<file path="src/rtl/mm_arbiter_pkg.sv">
// Shared types and widths for the Mm operand-select arbiter.
package mm_arbiter_pkg;

  typedef enum logic {IDLE, WAIT} state_t;

  localparam int MM_W     = 6;
  localparam int DATA_W   = 8;
  localparam int MAX_NREQ = 8;
  localparam int CNT_W    = 3;
  localparam int IDX_W    = $clog2(MAX_NREQ);

endpackage

</file>
<file path="src/rtl/mm_arbiter_rr_picker.sv">
// Combinational round-robin picker: first set request at or after ptr+1 (mod NREQ).
module rr_picker
  import mm_arbiter_pkg::*;
#(
  parameter int NREQ = 4
) (
  input  logic [NREQ-1:0]  req,
  input  logic [IDX_W-1:0] ptr,
  output logic [NREQ-1:0]  grant,
  output logic [IDX_W-1:0] idx
);

  logic found;

  // Scan offsets 1..NREQ from the pointer so the last winner has lowest priority.
  always_comb begin
    grant = '0;
    idx   = '0;
    found = 1'b0;
    for (int i = 1; i <= NREQ; i++) begin
      for (int j = 0; j < NREQ; j++) begin
        if (!found && req[j] && (j == (int'(ptr) + i) % NREQ)) begin
          found    = 1'b1;
          grant[j] = 1'b1;
          idx      = IDX_W'(j);
        end
      end
    end
  end

endmodule

</file>
<file path="src/rtl/mm_arbiter.sv">
// Round-robin scheduler sharing the Mm select / result datapath among NREQ requesters.
module mm_arbiter
  import mm_arbiter_pkg::*;
#(
  parameter int NREQ       = 4,
  parameter int DP_LATENCY = 1
) (
  input  logic                   sysclk,
  input  logic                   reset,
  input  logic [NREQ-1:0]        req_valid,
  input  logic [MM_W*NREQ-1:0]   req_sel,
  output logic [NREQ-1:0]        req_ready,
  output logic [MM_W-1:0]        Mm,
  input  logic [DATA_W-1:0]      dp_result,
  output logic [NREQ-1:0]        resp_valid,
  output logic [DATA_W-1:0]      resp_data,
  output logic                   busy
);

  state_t           state;
  logic [IDX_W-1:0] ptr;
  logic [IDX_W-1:0] owner;
  logic [IDX_W-1:0] pickIdx;
  logic [CNT_W-1:0] cnt;
  logic [NREQ-1:0]  pickGrant;
  logic [NREQ-1:0]  ownerOneHot;
  logic [MM_W-1:0]  pickSel;
  logic             handshake;

  rr_picker #(.NREQ(NREQ)) picker (
    .req   (req_valid),
    .ptr   (ptr),
    .grant (pickGrant),
    .idx   (pickIdx)
  );

  assign req_ready = (state == IDLE) ? pickGrant : '0;
  assign handshake = |(req_valid & req_ready);
  assign busy      = (state == WAIT);

  always_comb begin
    pickSel     = '0;
    ownerOneHot = '0;
    for (int j = 0; j < NREQ; j++) begin
      if (pickGrant[j]) pickSel = req_sel[j*MM_W +: MM_W];
      if (int'(owner) == j) ownerOneHot[j] = 1'b1;
    end
  end

  // resp_valid defaults low so it can only pulse for the single cycle after completion.
  always_ff @(posedge sysclk) begin
    if (reset) begin
      state      <= IDLE;
      ptr        <= IDX_W'(NREQ - 1);
      owner      <= '0;
      cnt        <= '0;
      Mm         <= '0;
      resp_valid <= '0;
      resp_data  <= '0;
    end else begin
      resp_valid <= '0;
      case (state)
        IDLE: begin
          if (handshake) begin
            Mm    <= pickSel;
            owner <= pickIdx;
            ptr   <= pickIdx;
            cnt   <= CNT_W'(DP_LATENCY);
            state <= WAIT;
          end
        end
        WAIT: begin
          if (cnt == '0) begin
            resp_data  <= dp_result;
            resp_valid <= ownerOneHot;
            state      <= IDLE;
          end else begin
            cnt <= cnt - CNT_W'(1);
          end
        end
        default: state <= IDLE;
      endcase
    end
  end

endmodule

</file>
<file path="config.mk">
export PLATFORM = sky130hd
export DESIGN_NAME = mm_arbiter
export DESIGN_NICKNAME = d
export VERILOG_FILES = /design/src/rtl/mm_arbiter_pkg.sv /design/src/rtl/mm_arbiter_rr_picker.sv /design/src/rtl/mm_arbiter.sv
export SDC_FILE = /design/constraint.sdc
export NUM_CORES = 1
export LEC_CHECK = 0
export BUFFER_PORTS_ARGS = -buffer_cell sky130_fd_sc_hd__buf_4
export CORE_UTILIZATION = 40
export DETAILED_ROUTE_END_ITERATION = 8
export GPL_ROUTABILITY_DRIVEN = 1
export GPL_TIMING_DRIVEN = 1
export HOLD_SLACK_MARGIN = 0.15
export PLACE_DENSITY_LB_ADDON = 0.2
export SYNTH_ARGS = -nofsm -noshare
export SYNTH_HDL_FRONTEND = slang
export SYNTH_HIERARCHICAL = 1
export SYNTH_SLANG_ARGS = --single-unit
export TNS_END_PERCENT = 30
</file>
<file path="constraint.sdc">
create_clock -name sysclk -period 2 [get_ports sysclk]
set_input_delay 0.2 -clock sysclk [delete_from_list [all_inputs] [get_ports sysclk]]
set_output_delay 0.2 -clock sysclk [all_outputs]
set_load 0.05 [all_outputs]
</file>
==> impl_metrics.ini <==
[placed_design]
port_buffers = 60
dpl.hpwl_mm = 2.58
place.gp.congestion = 0.826
placed_cells_incl_taps = 275

[critical_path]
crit_type = register to primary output
worstPathCellList = and2b_4, o22ai_1, a32o_2, buf_6, nor2b_2, buf_6
critical_path_required_ns = 1.80
critPathMostFrequentCell = buf_6
cpMaxStageDelayCell = dfxtp_2
setup.reg_to_reg.worst_slack_ns = 0.10
critPathCaptureType = primary output
worst_ep_arrival_time_ns = 1.73
rr_worst_depth = 8
worst_flop_to_flop_path_endpoint = resp_data[3]
crit_family = simple AND/OR/NAND/NOR gates
critical_path_buf_inv_count = 2
worst_path_largest_cell_delay_ns = 0.37
worstReg2RegStart = cnt[0]
startpoint_type = register
worstPathMaxFanout = 13

[synth]
netlist.area_leader.share = 0.374
synth.distinct_cells = 35
synth_seq_area_share = 0.374
synth_compound_gate_area_share = 0.287
netlist.top_cell.by_area = dfxtp_1
synth-adder-area-share = 0.0173
synth_flop_cell = dfxtp_1
synth_xor_area_frac = 0
synth_enable_flop_cells = 0
synth.top_cells.by_area = dfxtp_1 37%, a21oi_1 8.3%, a221oi_1 4.2%
synth_cells = 174
synth.yosys.warnings = 6
synth_top_family_by_area = compound AO/OA/AOI/OAI gates
post_synth_and_or_nand_nor_area_fraction = 0.204
synth.avg_cell_area_um2 = 8.31
synthesis.nets = 214
asyncSetResetFlopFracSynth = 0
synth.mux.area_fraction = 0.0346
mappedNetlistArea_um2 = 1450
ys_seq_elements = 27

[layout]
layout.nets = 284
most-common-layout-cells = 65 x buf_4, 25 x dfxtp_1, 24 x a21oi_1, 15 x nand2_1, 12 x inv_1
utilization = 0.620
final-instance-count-excl-fill = 289
antenna_cells_inserted = 0
layout_commonest_cell = buf_4
flow.area_growth_from_synthesis_pct = 45.4
final_layout_size_suffix_gt1_frac = 0.354

[detailed_routing]
first_pass_iteration_count_of_the_detailed_router = 4
detail_route.wl_per_cell_um = 12.6
drt_first_iter_violations = 64
vias = 1497
vias_per_cell = 5.18
postRouteAntennaNets = 0
wirelength_routed_mm = 3.64
drt_drc_violations_left = 0

[min_path]
min_path_type = input port to register
worstHoldStart = req_sel[23]
min_to = Mm[5]
min_path_cells = 4

[cts]
clock_sink_count = 27
worstSkewPairLatency_ns = 0.32
cts_tree = done
clock_tree.buffer_depth = 2
number_of_buffers_inserted_during_clock_tree_synthesis = 3
cts_post_setup_buffers_inserted = 0
htree_num_levels = 1
clock_tree.root_cell = clkbuf_4
clk_pin_slew_worst_paths_ns = 0.14

[pwr]
power-per-cell-area_nw_per_um2 = 890
report.power.total_uw = 1870
leak_pwr_uw = 0.000934
worst_ir_drop_vdd_v = 0.000539

[global_routing]
globalRoute.totalOverflow = 0
antenna_found_initial = 0
grt.total_usage = 0.189
grt_pass1_wl_mm = 5.93
grt_start_max_net_pins = 18
via_count_of_the_first_global_routing_pass = 1376

[floorplanning]
floorplan.die_area_um2 = 3860
die_h_um = 62.1
floorplan.rows = 21
die_w_um = 62.1
core_um2 = 3390
top_level_ports = 61
initial_utilization = 0.426

[timing]
rsz0062_at_grt = yes
min_period_ns = 1.93
timing.slew.headroom = 0.665
final.setup_skew_ns = 0.0101
fmax_achieved_mhz = 518
report.final.hold_viol_count = 0
fin_tns_setup_ns = 0
setup_viol_count_final = 0
period_share = 0.965
worst_pin_slew_ns = 0.503
drv_slew = 0

[flow_run]
timing.max_cap.violations = 0

[run_status]
result_of_the_run = completed
==> final cells by class <==
cell class                      count  area (um2)
Fill cell                         316        1290
Multi-Input combinational cell    122         801
Timing Repair Buffer               78         622
Sequential cell                    27         546
Tap cell                           46        57.6
Inverter                           12        45.0
Clock buffer                        3        22.5
Clock inverter                      1        7.51
==> worst reg2reg max path, cell delays in order (launching register included) <==
cell and delay, ns:
dfxtp_1 0.34, inv_1 0.06, ha_1 0.19, ha_1 0.19
buf_4 0.17, nand2_2 0.16, nand2_1 0.09, a21oi_1 0.13
dlygate4sd3_1 0.54
==> logic make-up (layout without fill, tap and decap cells) <==
logic type | count (synthesis) | after routing
AOI/OAI and AO/OA | 57 | 57
buffers and inverters | 25 | 94
and+or+nand+nor | 57 | 57
adders and majority gates | 2 | 2
muxes | 5 | 5
other | 1 | 1
DFF | 27 | 27
==> stage by stage <==
stage	setup slack, ns	hold WS, ns	cell area [um2]
after global placement	0.197	0.444	1940
after floorplan	0.0392	0.348	1450
after detailed placement	0.171	0.447	1940
final	0.0705	0.253	2100
after CTS	0.0178	0.241	2080
after global routing	-0.0144	0.237	2100
==> sequential cells by signal, indices dropped and copies added (netlist names) <==
name / count
Mm: 6
ptr: 3
busy: 1
cnt: 3
owner: 2
resp_valid: 4
resp_data: 8
==> synth_stat cells (all sizes together) (3+ instances only) <==
cell	n
nor2b	7
nand2b	3
buf	5
mux2i	5
o32ai	3
clkbuf	8
inv	12
nand3b	6
dfxtp	27
o221a	8
nand3	10
nand2	16
o21ai	7
nor2	9
a21oi	24
a221oi	7
==> power breakdown <==
| part | internal, uW | leakage, uW | switching, uW | total [uW] |
|---|---|---|---|---|
| registers | 624 | 0.000220 | 54.1 | 678 |
| logic | 391 | 0.000700 | 568 | 959 |
| clock network | 76.4 | 0.0000139 | 156 | 232 |
| total | 1090 | 0.000934 | 778 | 1870 |
==> worst max path at each step <==
stage	slack, ns	cells past startpoint	end	startpoint
floorplan	0.04	5	req_ready[1]	ptr[0]
global placement	0.20	6	Mm[4]	ptr[1]
detailed placement	0.17	6	Mm[0]	ptr[1]
CTS	0.02	8	resp_data[3]	cnt[0]
global route	-0.01	6	req_ready[1]	ptr[0]
finish	0.07	6	req_ready[3]	ptr[0]
==> per-layer routing <==
layer  global-route usage  share of wire  vias up
met4               0.0233         0.0052        0
li1                     -              -      766
met3               0.0404          0.036        4
met1                0.224           0.46      694
met5                    0              0        -
met2                0.354           0.50       33
==> repair_timing <==
| item | CTS | global route |
|---|---|---|
| endpoints found under the hold margin | 8 | 0 |
| gates cloned | 0 | 0 |
| hold buffers | 10 | 0 |
| gates resized for setup | 3 | 6 |
| endpoints found under the setup margin | 3 | 4 |
Power figures use the tool's default switching activity.
